### src/rtl/rast_pkg.sv
// ============================================================================
// Module : rast_pkg
// Brief  : Shared rasterizer types, defaults, tile alignment helper and walker states
// Rev    : 1.0 initial release
// ============================================================================
`default_nettype none

package rast_pkg;

  localparam int RAST_CW   = 16;
  localparam int RAST_ZW   = 18;
  localparam int TILE_SIZE = 2;

  typedef logic [RAST_CW-1:0] coord_t;
  typedef logic [RAST_ZW-1:0] fix_t;

  typedef enum logic [1:0] {
    IDLE = 2'd0,
    WALK = 2'd1,
    DONE = 2'd2
  } walk_state_t;

  function automatic coord_t align_down(input coord_t coord, input int unsigned size);
    return coord & ~coord_t'(size - 1);
  endfunction

endpackage

`default_nettype wire

### src/rtl/tile_walker.sv
// ============================================================================
// Module : tile_walker
// Brief  : Walks a bounding box in SIZE x SIZE aligned tiles, one origin per handshake.
//          Optional macro TILE_WALKER_SERPENTINE_EN: odd rows run right to left.
// Rev    : 1.0 initial release
// ============================================================================
`default_nettype none

module tile_walker
  import rast_pkg::*;
#(
  parameter int SIZE = TILE_SIZE,
  parameter int CW   = RAST_CW,
  parameter int ZW   = RAST_ZW
) (
  input  logic          clk,
  input  logic          rst,
  input  logic          cmd_valid,
  output logic          cmd_ready,
  input  logic [CW-1:0] cmd_xmin,
  input  logic [CW-1:0] cmd_ymin,
  input  logic [CW-1:0] cmd_xmax,
  input  logic [CW-1:0] cmd_ymax,
  input  logic [ZW-1:0] cmd_dzdx,
  input  logic [ZW-1:0] cmd_dzdy,
  input  logic [ZW-1:0] cmd_c,
  output logic          tile_valid,
  input  logic          tile_ready,
  output logic [CW-1:0] tile_x,
  output logic [CW-1:0] tile_y,
  output logic          tile_last,
  output logic [ZW-1:0] dzdx,
  output logic [ZW-1:0] dzdy,
  output logic [ZW-1:0] c,
  output logic          done
);

  localparam logic [CW-1:0] c_STEP = CW'(SIZE);

  walk_state_t r_state;
  walk_state_t w_state_nxt;

  logic [CW-1:0] r_xs, r_xe, r_ys, r_ye;
  logic [CW-1:0] r_x, r_y;
  logic [ZW-1:0] r_dzdx, r_dzdy, r_c;

  logic          w_empty;
  logic          w_hs;
  logic          w_at_row_end;
  logic          w_at_last;
  logic [CW-1:0] w_row_end;
  logic [CW-1:0] w_x_next;
  logic [CW-1:0] w_row_start;

  assign w_empty = (cmd_xmin > cmd_xmax) || (cmd_ymin > cmd_ymax);
  assign w_hs    = (r_state == WALK) && tile_ready;

`ifdef TILE_WALKER_SERPENTINE_EN
  logic r_odd;

  assign w_row_end   = r_odd ? r_xs : r_xe;
  assign w_x_next    = r_odd ? (r_x - c_STEP) : (r_x + c_STEP);
  // The row after an even row is odd and therefore starts from the right end.
  assign w_row_start = r_odd ? r_xs : r_xe;

  always_ff @(posedge clk) begin
    if (rst) begin
      r_odd <= 1'b0;
    end else if ((r_state == IDLE) && cmd_valid) begin
      r_odd <= 1'b0;
    end else if (w_hs && w_at_row_end && (r_y != r_ye)) begin
      r_odd <= ~r_odd;
    end
  end
`else
  assign w_row_end   = r_xe;
  assign w_x_next    = r_x + c_STEP;
  assign w_row_start = r_xs;
`endif

  // End detection compares against aligned ends only, so the top of the range never wraps.
  assign w_at_row_end = (r_x == w_row_end);
  assign w_at_last    = w_at_row_end && (r_y == r_ye);

  always_ff @(posedge clk) begin
    if (rst) begin
      r_state <= IDLE;
    end else begin
      r_state <= w_state_nxt;
    end
  end

  always_comb begin
    w_state_nxt = r_state;
    case (r_state)
      IDLE: if (cmd_valid) w_state_nxt = w_empty ? DONE : WALK;
      WALK: if (w_hs && w_at_last) w_state_nxt = DONE;
      DONE: w_state_nxt = IDLE;
      default: w_state_nxt = IDLE;
    endcase
  end

  always_ff @(posedge clk) begin
    if (rst) begin
      r_xs   <= '0;
      r_xe   <= '0;
      r_ys   <= '0;
      r_ye   <= '0;
      r_x    <= '0;
      r_y    <= '0;
      r_dzdx <= '0;
      r_dzdy <= '0;
      r_c    <= '0;
    end else if ((r_state == IDLE) && cmd_valid) begin
      r_xs   <= align_down(cmd_xmin, SIZE);
      r_xe   <= align_down(cmd_xmax, SIZE);
      r_ys   <= align_down(cmd_ymin, SIZE);
      r_ye   <= align_down(cmd_ymax, SIZE);
      r_x    <= align_down(cmd_xmin, SIZE);
      r_y    <= align_down(cmd_ymin, SIZE);
      r_dzdx <= cmd_dzdx;
      r_dzdy <= cmd_dzdy;
      r_c    <= cmd_c;
    end else if (w_hs) begin
      if (!w_at_row_end) begin
        r_x <= w_x_next;
      end else if (r_y != r_ye) begin
        r_x <= w_row_start;
        r_y <= r_y + c_STEP;
      end
    end
  end

  assign cmd_ready  = (r_state == IDLE);
  assign tile_valid = (r_state == WALK);
  assign tile_last  = tile_valid && w_at_last;
  assign done       = (r_state == DONE);
  assign tile_x     = r_x;
  assign tile_y     = r_y;
  assign dzdx       = r_dzdx;
  assign dzdy       = r_dzdy;
  assign c          = r_c;

endmodule

`default_nettype wire

### config.mk
export PLATFORM = sky130hd
export DESIGN_NAME = tile_walker
export DESIGN_NICKNAME = d
export VERILOG_FILES = /design/src/rtl/rast_pkg.sv /design/src/rtl/tile_walker.sv
export SDC_FILE = /design/constraint.sdc
export NUM_CORES = 1
export LEC_CHECK = 0
export BUFFER_PORTS_ARGS = -buffer_cell sky130_fd_sc_hd__buf_2
export CAP_MARGIN = 15
export CORE_MARGIN = 10
export CORE_UTILIZATION = 52
export DETAILED_ROUTE_END_ITERATION = 7
export GPL_TIMING_DRIVEN = 1
export PLACE_DENSITY_LB_ADDON = 0.08
export SYNTH_ARGS = -nofsm -noshare
export SYNTH_HDL_FRONTEND = slang
export SYNTH_SLANG_ARGS = --single-unit
### constraint.sdc
create_clock -name clk -period 2.7 [get_ports clk]
set_clock_uncertainty 0.1 [all_clocks]
set_input_delay 0 -clock clk [delete_from_list [all_inputs] [get_ports clk]]
set_output_delay 0 -clock clk [all_outputs]
set_load 0.05 [all_outputs]
Word level (Yosys, flattened, before mapping)
Cells that the tools add are included. Widths: inputs -> output; s select.

Order comparisons: 2. Add/subtract/negate cells: 2. Reductions and logical operators: 16. Equality and inequality tests: 9. Mux-type cells: 12.

Operator list (number): $mux 16 (8); $add 16x2->16 const B (2); $eq 16x16->1 (2); $gt 16x16->1 (2); $ne 16x16->1 (1); $mux 2 (3); $reduce_and 2->1 (3); $reduce_and 3->1 (2); $reduce_bool 2->1 (3); $logic_and 1x1->1 (5); $ne 2x1->1 const B (2); $pmux 2 s2 (1); $ne 3x1->1 const B (1); $eq 2x1->1 const B (1); $eq 2x2->1 const B (1); $logic_not 2->1 (1); $ne 2x2->1 const B (1); $reduce_or 2->1 (1); $logic_or 1x1->1 (1).

Output and inout port bits: 90. Input bits: 122. Logic and storage cells: 52. Bits in registers: 133.

Longest topological paths before layout
Gate-level depths: netlist (run 1).

Depth after elaboration: 5. Gate-level depth with buffers: 9. Depth with buffers taken out: 8.

Least setup slack after synthesis (run 1)
Ideal clock, no wire load.

Kind: register -> output. Start: register r_x[5] (netlist: tile_x[5]). End: output tile_last. Arrival time: 2.639 ns. Cell stages (with the launch flop): 8. Path buffers: 2. Slack: -0.039 ns. Path through: dfxtp_1 -> xor2_1 -> nor4_4 -> and4_1 -> buf_4 -> buf_2 -> nand3_1 -> nor2_1.

Word-level cells in the longest chain between the ends: 3.

Ends and longest elaborated chain: start: declaration (line tile_walker.sv:44) `logic [CW-1:0] r_x, r_y;`; start signal: assignment (line tile_walker.sv:119) `r_x <= align_down(cmd_xmin, SIZE);`; start signal: assignment (line tile_walker.sv:126) `r_x <= w_x_next;`; start signal: assignment (line tile_walker.sv:128) `r_x <= w_row_start;`; $eq 16x16->1 (line tile_walker.sv:82) `assign w_at_row_end = (r_x == w_row_end);`; $logic_and 1x1->1 (line tile_walker.sv:83) `assign w_at_last = w_at_row_end && (r_y == r_ye);`; $logic_and 1x1->1 (line tile_walker.sv:136) `assign tile_last = tile_valid && w_at_last;`; end: declaration (line tile_walker.sv:31) `output logic tile_last,`.

Every way passes these cells.

Worst setup path after layout (run 1)
Start: register r_y[3] (netlist: tile_y[3]). End: register r_x[1] (netlist: tile_x[1]).

Word-level cells in the longest chain between the ends: 3.

Ends and longest elaborated chain: start: declaration (line tile_walker.sv:44); start signal: assignment (line tile_walker.sv:120) `r_y <= align_down(cmd_ymin, SIZE);`; start signal: assignment (line tile_walker.sv:129) `r_y <= r_y + c_STEP;`; $ne 16x16->1 (line tile_walker.sv:127) `end else if (r_y != r_ye) begin`; $ne 3x1->1 (no source line); $reduce_and 2->1 (no source line).

Every way passes these cells. A chain may end at the register's enable or synchronous reset.

==> results of run 1 <==
## report_power, final
part	leakage [uW]	internal, uW	switching, uW
Combinational	0.00319	655	1280
Clock	0.000277	1460	894
Sequential	0.00108	2140	158
Total	0.00455	4260	2330
## synthesized netlist by cell type, types with 7 or more instances
master	n
clkbuf_1	44
nand3_1	28
and4_1	8
and3_1	12
nand2_1	214
a21oi_1	122
nand4_1	14
a211oi_1	7
nor3_1	11
inv_1	44
buf_2	7
xor2_1	29
dfxtp_1	132
nor4_1	9
nor2_1	20
ha_1	34
## registers in the layout, summed over array words and instances (netlist names)
name / cells
c: 18
dzdx: 18
dzdy: 18
r_state: 2
r_xe: 15
r_xs: 15
r_ye: 15
tile_x: 16
tile_y: 15
## kinds of logic (layout without fill, tap and decap cells)
kind of cell | count (synthesis) | after routing | share of synthesized area [%]
AND/OR/NAND/NOR | 339 | 339 | 23.4
XOR/XNOR | 35 | 35 | 4.51
AO/OA/AOI/OAI | 205 | 205 | 19.9
buffers and inverters | 102 | 424 | 5.93
flip-flops | 132 | 132 | 38.9
other | 1 | 3 | 0.0552
adder cells (fa/ha/maj) | 34 | 34 | 6.27
multiplexers | 7 | 7 | 1.05
## how the worst max path moves through the flow
stage                                start                      end  slack (ns)  cells after the start
floorplan           tile_x[5]$_SDFFE_PP0P_  tile_y[12]$_SDFFE_PP0P_        0.14                      6
global placement    tile_x[3]$_SDFFE_PP0P_  tile_y[12]$_SDFFE_PP0P_        0.30                      6
detailed placement  tile_x[1]$_SDFFE_PP0P_  tile_y[12]$_SDFFE_PP0P_        0.27                      6
CTS                 tile_x[3]$_SDFFE_PP0P_                tile_last        0.06                      7
global route        tile_y[3]$_SDFFE_PP0P_   tile_x[1]$_SDFFE_PP0P_        0.02                      6
finish              tile_y[3]$_SDFFE_PP0P_   tile_x[1]$_SDFFE_PP0P_        0.16                      6
## stage by stage
| stage | hold slack, ns | setup slack, ns | area [um2] |
|---|---|---|---|
| 2_1_floorplan | 0.0360 | 0.142 | 6790 |
| 3_3_place_gp | 0.139 | 0.299 | 8030 |
| 3_5_place_dp | 0.146 | 0.275 | 8030 |
| 4_1_cts | 0.0760 | 0.0567 | 9810 |
| 5_1_grt | 0.113 | 0.0197 | 9820 |
| 6_report | 0.0931 | 0.162 | 9820 |
## timing repair
item,in CTS,in global routing
pin swaps,1,1
setup buffers,0,0
endpoints found under the setup margin,1,1
cloned,0,0
hold buffers,117,0
hold endpoints to repair,131,0
gates resized for setup,1,2
## final cells by class
| cell class | instances | area (um2) |
|---|---|---|
| timing repair buffer | 347 | 2410 |
| sequential | 132 | 2640 |
| clock buffer | 22 | 484 |
| antenna | 2 | 5.00 |
| fill | 970 | 2900 |
| tap | 172 | 215 |
| clock inverter | 10 | 123 |
| inverter | 45 | 169 |
| multi-input combinational | 621 | 3770 |
## layer usage
metal | wire length, um | share of wire (%) | track usage [%]
met5 | 0 | 0 | 0
met4 | 658 | 2.8 | 9.19
met3 | 2060 | 8.7 | 9.04
met2 | 11600 | 49 | 43.0
met1 | 9530 | 40 | 30.7
## worst reg2reg max path, delay by kind of cell, from the launching register on
family,cells,cell delay [ns]
flops,1,0.44
xor+xnor,1,0.10
simple gates,3,1.26
compound gates,2,0.49
==> key figures, run 1 <==
Outcome
  • Status: complete, no violations

Synthesis
  • Yosys Warn Count: 0
  • Area leader, netlist: dfxtp_1
  • Syn avg cell area: 7.94 um2
  • Top cell type's share of synthesized area: 38.9%
  • Most area-consuming cells after synthesis: dfxtp_1 (39%), nand2_1 (12%), a21oi_1 (9.0%), ha_1 (6.3%), xor2_1 (3.7%)
  • Synth cell types: 64
  • Mapped Area: 6790 um2
  • Register area share after synthesis: 38.9%
  • Async SR Flop Fraction: 0%
  • Synth Instances: 855
  • Ys flop type: dfxtp_1
  • Post-synth EDFFs: 0
  • Synth Register Bits: 132
  • Syn nets: 1011

Worst setup path
  • Slowest cell on the critical path: and4_1
  • Reg2Reg Launch Point: tile_y[3]$_SDFFE_PP0P_
  • CP Capture Type: flop
  • Worst Path Class, Setup: reg -> reg
  • Slowest stage delay, CP: 0.49 ns
  • Max FO, Critical Path: 7
  • Required time of the critical path: 2.87 ns
  • Flop2flop setup slack: 0.16 ns
  • Cells along the critical path: xor2_1, nor4_1, and4_1, a31oi_1, nor2_1, a221oi_1
  • Worst reg-to-reg path cell count: 6
  • Worst R2R End: tile_x[1]$_SDFFE_PP0P_
  • Crit path max-delay family: simple AND/OR/NAND/NOR gates
  • Critical Path Start Type: flop
  • Arr. time, crit path: 2.71 ns
  • Crit path buffers/inverters: 0

Placed design
  • Routability cong.: 0.871
  • Placed instance count: 1200
  • IO buf count: 210
  • Hpwl dp: 14.9 mm

Clock tree
  • Clk slew on worst S/H paths: 0.06 ns
  • Root Buffer: clkbuf_16
  • Sink Count: 132
  • CTS tree: yes
  • H-tree depth: 4
  • Clock buffer depth: 2
  • Worst skew pair latency: 0.42 ns
  • CTS Buf Count: 17

Final layout
  • Final Non-Filler Cells: 1351
  • Commonest non-fill, non-tap cells in the layout: nand2_1 (213), buf_2 (208), dfxtp_1 (131)
  • Fraction of layout cells with a size suffix above 1: 24.3%
  • Final net count: 1320
  • Synth-to-Final Area Change: 44.6%
  • Fin util: 77.2%
  • Most common cell after layout, fill and taps aside: nand2_1

STA
  • Worst Tran Pin Value: 0.721 ns
  • Hold Fails Final Rpt: 0
  • Post-route minimum period: 2.54 ns
  • Final max-slew violation count: 0
  • Period utilization: 94.0%
  • # setup viols final: 0
  • Slew HR: 51.7%
  • RSZ-0062 raised after global routing: no
  • Max Clk Rate: 394 MHz
  • Setup TNS: 0 ns

Drt
  • DRC: 0
  • Via Count: 7386
  • Mean routed wirelength per cell: 17.6 um
  • Routed vias/inst: 5.47
  • ANT nets after route: 0
  • DRT Wirelength: 23.8 mm
  • Pre-antenna DRT Iters: 5
  • Number of DRC markers in iteration 0: 623

Global routing
  • Number of antenna violations at the first check in global routing: 2
  • Vias in the first global route: 7273
  • Global route overflow: 0
  • Largest net degree at the start of global routing: 131
  • First-pass GRT wire length: 38.3 mm
  • Total Routing Usage GR: 26.1%

Flow run
  • Max cap viols: 0

Floorplan
  • # IOs: 212
  • Total core area: 12700 um2
  • Count of standard-cell rows: 41
  • Chip height: 134 um
  • Initial Utilization: 53.4%
  • Die Area: 18000 um2
  • Die Wd: 134 um

Worst hold path
  • Hold Crit Endpoint: r_ye[11]$_SDFFE_PP0P_
  • HP Class: in -> reg
  • Hold Path Stages: 3
  • Hold_sp: rst

Power
  • Leak: 0.00455 uW
  • Tot Pwr: 6580 uW
  • Ratio of total power to cell area: 670 nW/um2
  • Worst IR Drop VDD: 0.000719 V
(Power assumes the default switching activity.)
==> run 2, diff against run 1 <==
--- a/config.mk
+++ b/config.mk
@@ -11,6 +11,7 @@
 export CORE_UTILIZATION = 52
 export DETAILED_ROUTE_END_ITERATION = 7
 export GPL_TIMING_DRIVEN = 1
+export HOLD_SLACK_MARGIN = 0.12
 export PLACE_DENSITY_LB_ADDON = 0.08
 export SYNTH_ARGS = -nofsm -noshare
 export SYNTH_HDL_FRONTEND = slang
==> run 2 against run 1 <==
  * Combinational power up 12%
  * Via count up 9.8%
  * Clock power about the same
  * Sequential cell count unchanged
  * Setup slack better by 0.016 ns
  * Sequential power about the same
  * Die area unchanged
  * Routed wire length up 14%
  * Power up 4.0%
  * Clock-buffer cell count unchanged
  * Critical path depth up 1
  * Critical path type is now reg -> out
  * Highest routed layer unchanged
==> key figures, run 2 (synthesized netlist as in run 1, its figures left out) <==
Worst setup path
  • Arr. time, crit path: 2.42 ns (was 2.71 ns)
  • Slowest stage delay, CP: 0.43 ns (was 0.49 ns)
  • Cells along the critical path: xor2_1, nor4_2, and4_1, buf_4, nand3_2, nor2_2, buf_4 (was xor2_1, nor4_1, and4_1, a31oi_1, nor2_1, a221oi_1)
  • Crit path buffers/inverters: 2 (was 0)
  • Most used cell, CP: buf_4
  • Critical Path Start Type: flop (unchanged)
  • Worst reg-to-reg path cell count: 6 (unchanged)
  • Max FO, Critical Path: 11 (was 7)
  • Worst Setup SP: tile_x[9]$_SDFFE_PP0P_ (was tile_y[3]$_SDFFE_PP0P_)
  • Flop2flop setup slack: 0.18 ns (was 0.16 ns)
  • CP Capture Type: output pin (was flop)
  • Worst Path Class, Setup: reg -> out (was reg -> reg)
  • Reg2Reg Launch Point: tile_y[3]$_SDFFE_PP0P_ (unchanged)
  • Crit path max-delay family: simple AND/OR/NAND/NOR gates (unchanged)
  • Slowest cell on the critical path: nor4_2 (was and4_1)
  • Required time of the critical path: 2.60 ns (was 2.87 ns)
  • Worst R2R End: tile_x[1]$_SDFFE_PP0P_ (unchanged)

Clock tree
  • Clock buffer depth: 2 (unchanged)
  • Clk slew on worst S/H paths: 0.06 ns (about the same)
  • Root Buffer: clkbuf_16 (unchanged)
  • CTS tree: yes (unchanged)
  • Worst skew pair latency: 0.43 ns (was 0.42 ns)
  • Setup Fix Bufs, Post-CTS: 0 (unchanged)
  • H-tree depth: 4 (unchanged)
  • Sink Count: 132 (unchanged)
  • CTS Buf Count: 17 (unchanged)

Global routing
  • GR Layer Usage met3: 8.92% (was 9.04%)
  • Total Routing Usage GR: 29.7% (was 26.1%)
  • Met1 global-route usage: 34.4% (was 30.7%)
  • Vias in the first global route: 8386 (was 7273)
  • Met2 Usage GRT: 49.1% (was 43.0%)
  • Global route overflow: 0 (unchanged)
  • First-pass GRT wire length: 43.5 mm (was 38.3 mm)
  • Number of antenna violations at the first check in global routing: 0 (was 2)
  • Largest net degree at the start of global routing: 131 (unchanged)
  • Gr busiest metal: met2 (unchanged)

Drt
  • Routed vias/inst: 5.63 (was 5.47)
  • Via Count: 8113 (was 7386)
  • ANT nets after route: 0 (unchanged)
  • DRC: 0 (unchanged)
  • Mean routed wirelength per cell: 18.8 um (was 17.6 um)
  • DRT Wirelength: 27.1 mm (was 23.8 mm)
  • Number of DRC markers in iteration 0: 698 (was 623)
  • Pre-antenna DRT Iters: 6 (was 5)

STA
  • Worst hold slack: 0.256 ns (was 0.0931 ns)
  • Max Clk Rate: 396 MHz (was 394 MHz)
  • Post-route minimum period: 2.52 ns (was 2.54 ns)
  • Slew HR: 52.8% (was 51.7%)
  • Setup TNS: 0 ns (unchanged)
  • Final max-slew violation count: 0 (unchanged)
  • Hold Fails Final Rpt: 0 (unchanged)
  • # setup viols final: 0 (unchanged)
  • Period utilization: 93.4% (was 94.0%)
  • RSZ-0062 raised after global routing: no (unchanged)
  • Worst Tran Pin Value: 0.705 ns (was 0.721 ns)

Placed design
  • Routability cong.: 0.871 (unchanged)
  • IO buf count: 210 (unchanged)
  • Hpwl dp: 14.9 mm (unchanged)

Final layout
  • # diodes: 0 (was 2)
  • Most common cell after layout, fill and taps aside: nand2_1 (unchanged)
  • Commonest non-fill, non-tap cells in the layout: nand2_1 (213), dlygate4sd3_1 (210), buf_2 (208) (was nand2_1 (213), buf_2 (208), dfxtp_1 (131))
  • Final net count: 1413 (was 1320)
  • Fraction of layout cells with a size suffix above 1: 22.5% (was 24.3%)
  • Fin util: 84.5% (was 77.2%)
  • Synth-to-Final Area Change: 58.4% (was 44.6%)

Worst hold path
  • Hold Crit Endpoint: r_state[0]$_SDFFE_PP0P_ (was r_ye[11]$_SDFFE_PP0P_)
  • HP Class: in -> reg (unchanged)
  • Hold Path Stages: 5 (was 3)
  • Hold_sp: cmd_xmax[0] (was rst)

Outcome
  • Status: complete, no violations (unchanged)

Floorplan
  • Die Wd: 134 um (unchanged)
  • Die Area: 18000 um2 (unchanged)
  • # IOs: 212 (unchanged)
  • Count of standard-cell rows: 41 (unchanged)
  • Chip height: 134 um (unchanged)
  • Initial Utilization: 53.4% (unchanged)
  • Total core area: 12700 um2 (unchanged)

Flow run
  • Max cap viols: 0 (unchanged)

Power
  • Ratio of total power to cell area: 636 nW/um2 (was 670 nW/um2)
  • Leak: 0.00513 uW (was 0.00455 uW)
  • Worst IR Drop VDD: 0.000605 V (was 0.000719 V)
-- run 2: cell count changes in the layout (fill, tap and decap cells not counted) --
cell	change
nand2_4	-1
diode_2	-2
dlygate4sd3_1	+93
nand2_8	+1
-- run 2: worst max path at each step --
| stage | cells after the start | slack (ns) | to |
|---|---|---|---|
| finish | 7 | 0.18 | tile_last |
| global route | 7 | 0.008 | tile_x[14]$_SDFFE_PP0P_ |
| CTS | 7 | 0.06 | tile_last |
| detailed placement | 6 | 0.27 | tile_y[12]$_SDFFE_PP0P_ |
| global placement | 6 | 0.30 | tile_y[12]$_SDFFE_PP0P_ |
| floorplan | 6 | 0.14 | tile_y[12]$_SDFFE_PP0P_ |
-- run 2: timing repair --
action                     CTS  global route
hold buffers               210             0
cloned                       0             0
pin swaps                    1             1
setup endpoints to repair    1             3
gates resized for setup      1             3
hold endpoints to repair   131             0
-- run 2: final cells by class --
type / instances / area [um2]
sequential: 132 / 2640
clock inverter: 10 / 123
clock buffer: 22 / 484
tap: 172 / 215
inverter: 45 / 169
fill: 762 / 1970
timing repair buffer: 440 / 3350
multi-input combinational: 621 / 3780
-- run 2: routing by layer --
layer | vias up | wire, um
li1 | 3780 | -
met1 | 3786 | 10400
met2 | 457 | 13100
met3 | 90 | 2550
met4 | 0 | 1030
met5 | - | 0
-- run 2: power by group --
group,total [uW],leakage [uW],switching [uW],internal [uW]
Combinational,2160,0.00377,1350,806
Clock,2380,0.000277,918,1460
Sequential,2310,0.00108,168,2140
Total,6850,0.00513,2440,4410
-- run 2: worst min-delay path, cell delays in order --
cell	delay, ns
buf_2	0.08
ha_1	0.21
nand4_1	0.11
a311o_1	0.26
o41ai_1	0.08
-- run 2: stage by stage --
step / instance area, um2 / std cells / worst slack, ns / power [uW]
2_1_floorplan: 6790 / 855 / 0.142 / 3580
3_3_place_gp: 8030 / 1200 / 0.299 / 4080
3_5_place_dp: 8030 / 1200 / 0.275 / 4090
4_1_cts: 10700 / 1442 / 0.0567 / 6740
5_1_grt: 10800 / 1442 / 0.00821 / 7100
6_report: 10800 / 1442 / 0.178 / 6850
